[src/rtl/regfile_pkg.sv]
// Shared types and constants for the register-file writeback arbiter.
package regfile_pkg;

  localparam int unsigned DATA_W   = 16;
  localparam int unsigned ADDR_W   = 4;
  localparam int unsigned ZERO_REG = 0;

  // Round-robin pointer value: which requester won the most recent transfer.
  typedef enum logic {
    GNT_A = 1'b0,
    GNT_B = 1'b1
  } gnt_e;

endpackage

[src/rtl/rr_arb2.sv]
// Two-requester round-robin arbiter. gnt[0] = requester A, gnt[1] = requester B.
// On a tie, the requester that did not win last (ptr) is granted.
module rr_arb2
  import regfile_pkg::*;
(
  input  logic [1:0] req,
  input  logic       en,
  input  gnt_e       ptr,
  output logic [1:0] gnt
);

  // Combinational grant; nothing is granted while disabled.
  always_comb begin
    gnt = 2'b00;
    if (en) begin
      case (req)
        2'b01:   gnt = 2'b01;
        2'b10:   gnt = 2'b10;
        2'b11:   gnt = (ptr == GNT_A) ? 2'b10 : 2'b01;
        default: gnt = 2'b00;
      endcase
    end
  end

endmodule

[src/rtl/regfile_wb_arbiter.sv]
// Shares the register file's single write port between the ALU (A) and load (B)
// writeback paths. The granted write is staged for one cycle, then driven onto the
// write port; while staged it is bypassed onto both read ports.
module regfile_wb_arbiter #(
  parameter int unsigned DATA_W    = regfile_pkg::DATA_W,
  parameter int unsigned ADDR_W    = regfile_pkg::ADDR_W,
  parameter int unsigned ZERO_DROP = 1
) (
  input  logic              clk,
  input  logic              rst_n,
  input  logic              a_valid,
  output logic              a_ready,
  input  logic [ADDR_W-1:0] a_dest,
  input  logic [DATA_W-1:0] a_data,
  input  logic              b_valid,
  output logic              b_ready,
  input  logic [ADDR_W-1:0] b_dest,
  input  logic [DATA_W-1:0] b_data,
  input  logic              hold,
  output logic              reg_write_en,
  output logic [ADDR_W-1:0] reg_write_dest,
  output logic [DATA_W-1:0] reg_write_data,
  input  logic [ADDR_W-1:0] rd_addr_1,
  input  logic [ADDR_W-1:0] rd_addr_2,
  input  logic [DATA_W-1:0] rf_rd_data_1,
  input  logic [DATA_W-1:0] rf_rd_data_2,
  output logic [DATA_W-1:0] rd_data_1,
  output logic [DATA_W-1:0] rd_data_2,
  output logic              last_gnt
);

  import regfile_pkg::*;

  localparam logic [ADDR_W-1:0] ZeroAddr = ADDR_W'(ZERO_REG);

  logic [1:0]        gnt;
  gnt_e              last_gnt_q, last_gnt_d;
  logic              wb_valid_q, wb_valid_d;
  logic [ADDR_W-1:0] wb_dest_q, wb_dest_d;
  logic [DATA_W-1:0] wb_data_q, wb_data_d;

  rr_arb2 u_arb (
    .req ({b_valid, a_valid}),
    .en  (!hold),
    .ptr (last_gnt_q),
    .gnt (gnt)
  );

  assign a_ready = gnt[0];
  assign b_ready = gnt[1];

  // Next state: load the stage on a transfer, otherwise let it drain.
  always_comb begin
    last_gnt_d = last_gnt_q;
    wb_valid_d = |gnt;
    wb_dest_d  = wb_dest_q;
    wb_data_d  = wb_data_q;
    if (gnt[1]) begin
      last_gnt_d = GNT_B;
      wb_dest_d  = b_dest;
      wb_data_d  = b_data;
    end else if (gnt[0]) begin
      last_gnt_d = GNT_A;
      wb_dest_d  = a_dest;
      wb_data_d  = a_data;
    end
  end

  // Stage register and round-robin pointer; pointer resets to B so A wins the first tie.
  always_ff @(posedge clk or negedge rst_n) begin
    if (!rst_n) begin
      last_gnt_q <= GNT_B;
      wb_valid_q <= 1'b0;
      wb_dest_q  <= '0;
      wb_data_q  <= '0;
    end else begin
      last_gnt_q <= last_gnt_d;
      wb_valid_q <= wb_valid_d;
      wb_dest_q  <= wb_dest_d;
      wb_data_q  <= wb_data_d;
    end
  end

  // Write port drive and read bypass; R0 writes are swallowed when ZERO_DROP is set.
  always_comb begin
    reg_write_en   = wb_valid_q && !((ZERO_DROP != 0) && (wb_dest_q == ZeroAddr));
    reg_write_dest = wb_dest_q;
    reg_write_data = wb_data_q;
    last_gnt       = last_gnt_q;
    rd_data_1      = rf_rd_data_1;
    rd_data_2      = rf_rd_data_2;
    if (reg_write_en && (wb_dest_q == rd_addr_1) && (rd_addr_1 != ZeroAddr)) begin
      rd_data_1 = wb_data_q;
    end
    if (reg_write_en && (wb_dest_q == rd_addr_2) && (rd_addr_2 != ZeroAddr)) begin
      rd_data_2 = wb_data_q;
    end
  end

endmodule

[config.mk]
export PLATFORM = sky130hd
export DESIGN_NAME = regfile_wb_arbiter
export DESIGN_NICKNAME = d
export VERILOG_FILES = /design/src/rtl/regfile_pkg.sv /design/src/rtl/rr_arb2.sv /design/src/rtl/regfile_wb_arbiter.sv
export SDC_FILE = /design/constraint.sdc
export NUM_CORES = 1
export LEC_CHECK = 0
export BUFFER_PORTS_ARGS = -buffer_cell sky130_fd_sc_hd__buf_2
export CORE_ASPECT_RATIO = 0.8
export CORE_MARGIN = 2
export CORE_UTILIZATION = 35
export CTS_CLUSTER_DIAMETER = 200
export DETAILED_ROUTE_END_ITERATION = 7
export PLACE_DENSITY = 0.78
export REMOVE_ABC_BUFFERS = 1
export SYNTH_ARGS = -nofsm -noshare
export SYNTH_HDL_FRONTEND = slang
export SYNTH_SLANG_ARGS = --single-unit
[constraint.sdc]
create_clock -name clk -period 2.65 [get_ports clk]
set_clock_uncertainty 0.05 [all_clocks]
set_input_delay 0.795 -clock clk [delete_from_list [all_inputs] [get_ports clk]]
set_output_delay 0.795 -clock clk [all_outputs]
set_load 0.02 [all_outputs]
# [Yosys cells after proc, flatten, opt, wreduce, memory -nomap -nowiden]
# Cells that the tools add are included.
[word_totals] out_inout_bits=56 mem_count=0 wordCells=31 latchBits=0 rom_bits=0 regBits=22 in_bits=85 ramBits=0
[op_classes] div_mod_pow=0 eq_ne=5 muxes=11 order_cmp=0 n_reduce_logical=11 mul=0 add_sub_neg=0 bitwise=0 n_shift=0
[ops] operator="$mux W16" count=4
[ops] operator="$eq A4 B4 Y1" count=2
[ops] operator="$mux W4" count=2
[ops] operator="$reduce_bool A4 Y1" count=2
[ops] operator="$pmux W2 S3" count=1
[ops] operator="$logic_and A1 B1 Y1" count=5
[ops] operator="$eq A2 B2 Y1 const B" count=2
[ops] operator="$logic_not A4 Y1" count=1
[ops] operator="$mux W2" count=2
[ops] operator="$eq A2 B1 Y1 const B" count=1
[ops] operator="$mux W1" count=2
[ops] operator="$reduce_bool A2 Y1" count=1
[ops] operator="$reduce_or A2 Y1" count=1
[ops] operator="$logic_not A1 Y1" count=1

# [Longest topological paths before layout]
[depth] ltp_word=6 ltp_mapped=5 ltp_nobuf=4

# [Modules after synthesis]
# From an unflattened synthesis, not the netlist that was laid out.
[unflattened] cells_unflattened=147 hier_area_um2=1580.3
[modules_own_cells] module="regfile_wb_arbiter" cells_each=142 area_per_inst_um2=1559.0 instances=1 seq_area_each_um2=551.8
[modules_own_cells] module="rr_arb2" cells_each=5 area_per_inst_um2=21.3 instances=1 seq_area_each_um2=0.0

# [Worst setup path before layout]
# OpenSTA, ideal clock, no wires.
[synth_path] kind="input port to output port" start="input rd_addr_1[2]" end="output rd_data_1[10]" arrival_ps=1934 required_time_ps=1805 cell_stages=5 setup_slack_ps=-129 path_buffers=1 path_cell_list="xor2_1 -> nor4_4 -> nand3_4 -> buf_8 -> mux2_4"
[synth_between] elab_chain_cells=4 word_cells_on_any_way=5 cone_classes="eq/ne (1); mux (1); reduce/logical (3)"
[synth_rtl] element="start: declaration" line="regfile_wb_arbiter.sv:23" source="input logic [ADDR_W-1:0] rd_addr_1,"
[synth_rtl] element="$eq A4 B4 Y1" line="regfile_wb_arbiter.sv:92" source="if (reg_write_en && (wb_dest_q == rd_addr_1) && (rd_addr_1 != ZeroAddr)) begin"
[synth_rtl] element="$logic_and A1 B1 Y1" line="regfile_wb_arbiter.sv:92"
[synth_rtl] element="$logic_and A1 B1 Y1 *" line="regfile_wb_arbiter.sv:92"
[synth_rtl] element="$mux W16 *" line="regfile_wb_arbiter.sv:92"
[synth_rtl] element="end: declaration" line="regfile_wb_arbiter.sv:27" source="output logic [DATA_W-1:0] rd_data_1,"
# Mark *: on every way between the ends. The rest lies on a longest branch, timed or not.

# [Final worst setup path]
[layout_path] start="input rd_addr_1[2]" end="output rd_data_1[7]"
# Same word-level chain as after synthesis.

==> results.py <==
metrics = {
    "clocking": {
        "clkLatencyLatePin_ps": 260,
        "post_cts_buffers": 0,
        "clk_path_buf_depth": 2,
        "root_buffer": "clkbuf_8",
        "cts_made_buffers": 3,
        "cts_tree": "done",
        "clkTransAtPathRegs_ps": 80,
        "hold_buffers": 0,
        "cts.sinks": 22,
        "h-tree-depth": 1,
    },
    "die": {
        "die_y_um": 65.3,
        "initial_utilization_pct": 36.2,
        "io_pins": 141,
        "core_area_um2": 4540,
        "dieWidth_um": 80.7,
        "std_cell_rows": 22,
        "dieArea_um2": 5270,
    },
    "layout": {
        "final_area_um2": 2700,
        "antenna_cells": 0,
        "final_net_count": 379,
        "area_delta_synth_final_pct": 64.0,
        "multi_input_area_um2": 1090,
        "drive_gt1_share_pct": 68.3,
        "seq_area_um2": 554,
        "fillCellCount": 404,
    },
    "timing": {
        "slew_viol_final": 0,
        "slew_headroom_pct": 66.9,
        "max_freq_ghz": 0.336,
        "fin_ws_ps": -325,
        "rsz0062_at_grt": "yes",
        "final_hold_viol_count": 0,
        "period_needed_ps": 2980,
        "tightest_slew_ps": 496,
        "finalCritPeriodShare_pct": 112,
        "finalSetupViolCount": 32,
    },
    "synthesis": {
        "yosysTopAreaCell": "dfrtp_1",
        "synthXorXnorAreaFrac_pct": 4.26,
        "synthTopCellsByCount": "dfrtp_1, nand2_1, o21ai_0, mux2_4, mux2i_1",
        "synthMuxAreaShare_pct": 38.6,
        "synth_seq_area_share_pct": 33.5,
        "synth_top_flop_cell": "dfrtp_1",
        "synth_top_family_by_area": "multiplexers",
        "ys_ff_latch": 22,
        "synth_compound_area_share_pct": 8.37,
        "yosys-top-cells-area": "dfrtp_1, mux2_4, mux2i_1",
        "synthSimpleGateAreaFrac_pct": 11.2,
        "yosys_warnings": 0,
        "syn_inst": 147,
        "syn_avg_cell_area_um2": 11.2,
        "synth.top_cell.area_share_pct": 31.9,
        "synth-edff-count": 0,
        "syn_area_um2": 1650,
        "synthAdderAreaFrac_pct": 0,
        "synth_cell_types": 20,
        "async_reset_ff_share_pct": 100,
    },
    "grt": {
        "grtUsageTotal_pct": 17.1,
        "antenna_found_initial": 0,
        "grt_pass1_wl_um": 6850,
        "grt_start_max_net_pins": 25,
        "grt-ovfl-total": 0,
        "first_global_vias": 1524,
    },
    "critical_path": {
        "path_max_fanout": 12,
        "end_kind": "primary output",
        "required_ps": 1810,
        "rr_startpoint": "last_gnt",
        "critical_path.startpoint": "rd_addr_1[2]",
        "crit_type": "input port to primary output",
        "arrival_ps": 2130,
        "crit_path_end": "rd_data_1[7]",
        "reg2reg_depth": 4,
        "timing.rr.end": "reg_write_data[8]",
        "worstSetupStartpointType": "input port",
        "worst-r2r-setup-slack_ps": 1020,
    },
    "placement": {
        "place_congestion": 0.707,
        "dp_hpwl_um": 3790,
        "dpl_cell_area_um2": 2470,
        "placement.io_buffers": 140,
    },
    "outcome": {
        "outcome": "finished, violations left",
        "violations": "setup timing",
    },
    "routing": {
        "postRouteAntennaNets": 0,
        "routed_wl_um": 4920,
        "vias": 1647,
        "drc_errors": 0,
        "first_pass_iters": 4,
        "vias_per_cell": 4.67,
        "first_iter_violations": 43,
        "wire_per_inst_um": 13.9,
    },
    "pwr": {
        "internal-power_w": 0.000733,
        "sw_frac_of_total_pct": 36.7,
        "p_comb_share_pct": 43.9,
        "ir_drop_uv": 285,
        "pwr-share-clk_pct": 18.1,
        "cellLeakagePower_nw": 1.55,
        "sequentialPowerShare_pct": 38.0,
        "power_w": 0.00116,
        "power_density_nw_per_um2": 429,
        "p_switching_w": 0.000424,
    },
    "job": {
        "maxCapViolations": 0,
    },
    "worst_hold_path": {
        "hold_path_class": "input port to asynchronous set/reset pin",
    },
}
-- critical path, stage by stage --
cell	delay (ps)
buf_6	100
xor2_2	150
nor4_4	330
nand3_4	130
buf_12	170
mux2_4	300
buf_2	160
-- sequential cells by signal, indices dropped and copies added (netlist names) --
name	cells
reg_write_data	16
wb_valid_q	1
last_gnt	1
reg_write_dest	4
-- what timing repair did --
item | 4_1_cts | 5_1_grt
gates cloned | 0 | 0
pin swaps | 0 | 0
endpoints found under the hold margin | 0 | 0
gates resized for setup | 17 | 30
setup endpoints to repair | 32 | 32
-- layer usage --
layer	wire (um)	track usage (%)
met4	16	1.91
met1	1940	19.2
met3	439	4.26
met2	2520	33.3
met5	0	0
-- final cells by class --
| cell class | count | area share, % |
|---|---|---|
| multi-input cells | 114 | 40.3 |
| repair buffers | 150 | 34.3 |
| flip-flops and latches | 22 | 20.5 |
| well taps | 60 | 2.78 |
| clock buffers | 4 | 1.67 |
| inverters | 3 | 0.417 |
-- how the worst min path moves through the flow --
stage          depth (start not counted)  slack [ps]            endpoint
6_report                               1         440   reg_write_data[7]
5_1_grt                                1         480  reg_write_data[12]
4_1_cts                                1         460   reg_write_data[7]
3_5_place_dp                           2         460            last_gnt
3_3_place_gp                           2         440            last_gnt
2_1_floorplan                          0         450   reg_write_data[0]
-- metrics by stage --
step / util (%) / hold WS [ps] / setup WS (ps) / cells / setup TNS [ps]
after floorplan: - / 449 / -118 / 139 / -3750
after global placement: 54.4 / 445 / -334 / 349 / -10020
after detailed placement: 54.4 / 461 / -350 / 349 / -10570
after CTS: 56.9 / 456 / -342 / 353 / -10160
after global routing: 59.4 / 476 / -380 / 353 / -11070
final: 59.4 / 443 / -325 / 353 / -9580
-- power groups by stage --
| stage | registers, W | clock network [W] | logic (W) |
|---|---|---|---|
| final | 0.000440 | 0.000209 | 0.000508 |
| after global routing | 0.000450 | 0.000234 | 0.000546 |
| after CTS | 0.000437 | 0.000220 | 0.000486 |
| after detailed placement | 0.000440 | 0 | 0.000472 |
| after global placement | 0.000438 | 0 | 0.000462 |
| after floorplan | 0.000490 | 0 | 0.000219 |
-- cell usage in the layout, fill, tap and decap left out --
cell type,Yosys,final
a21o_1,1,1
a21oi_1,1,1
buf_12,0,2
buf_2,2,122
buf_4,0,6
buf_6,0,19
buf_8,2,1
clkbuf_1,4,1
clkbuf_8,0,3
dfrtp_1,21,19
dfrtp_2,0,2
dfstp_2,1,1
inv_1,3,3
mux2_2,12,10
mux2_4,20,22
mux2i_1,20,20
nand2_1,21,21
nand2b_1,2,2
nand3_4,2,2
nor4_4,2,2
o21ai_0,21,21
o21bai_2,0,1
o41a_2,1,1
or4_4,0,2
xor2_1,8,4
xor2_2,0,3
xor2_4,0,1
-- cell families (layout without fill, tap and decap cells) --
family	Yosys count	in the layout
mux	52	52
simple gates	29	29
compound gates	25	25
flops	22	22
buf+inv	11	157
xor+xnor	8	8
(Power assumes the default switching activity.)
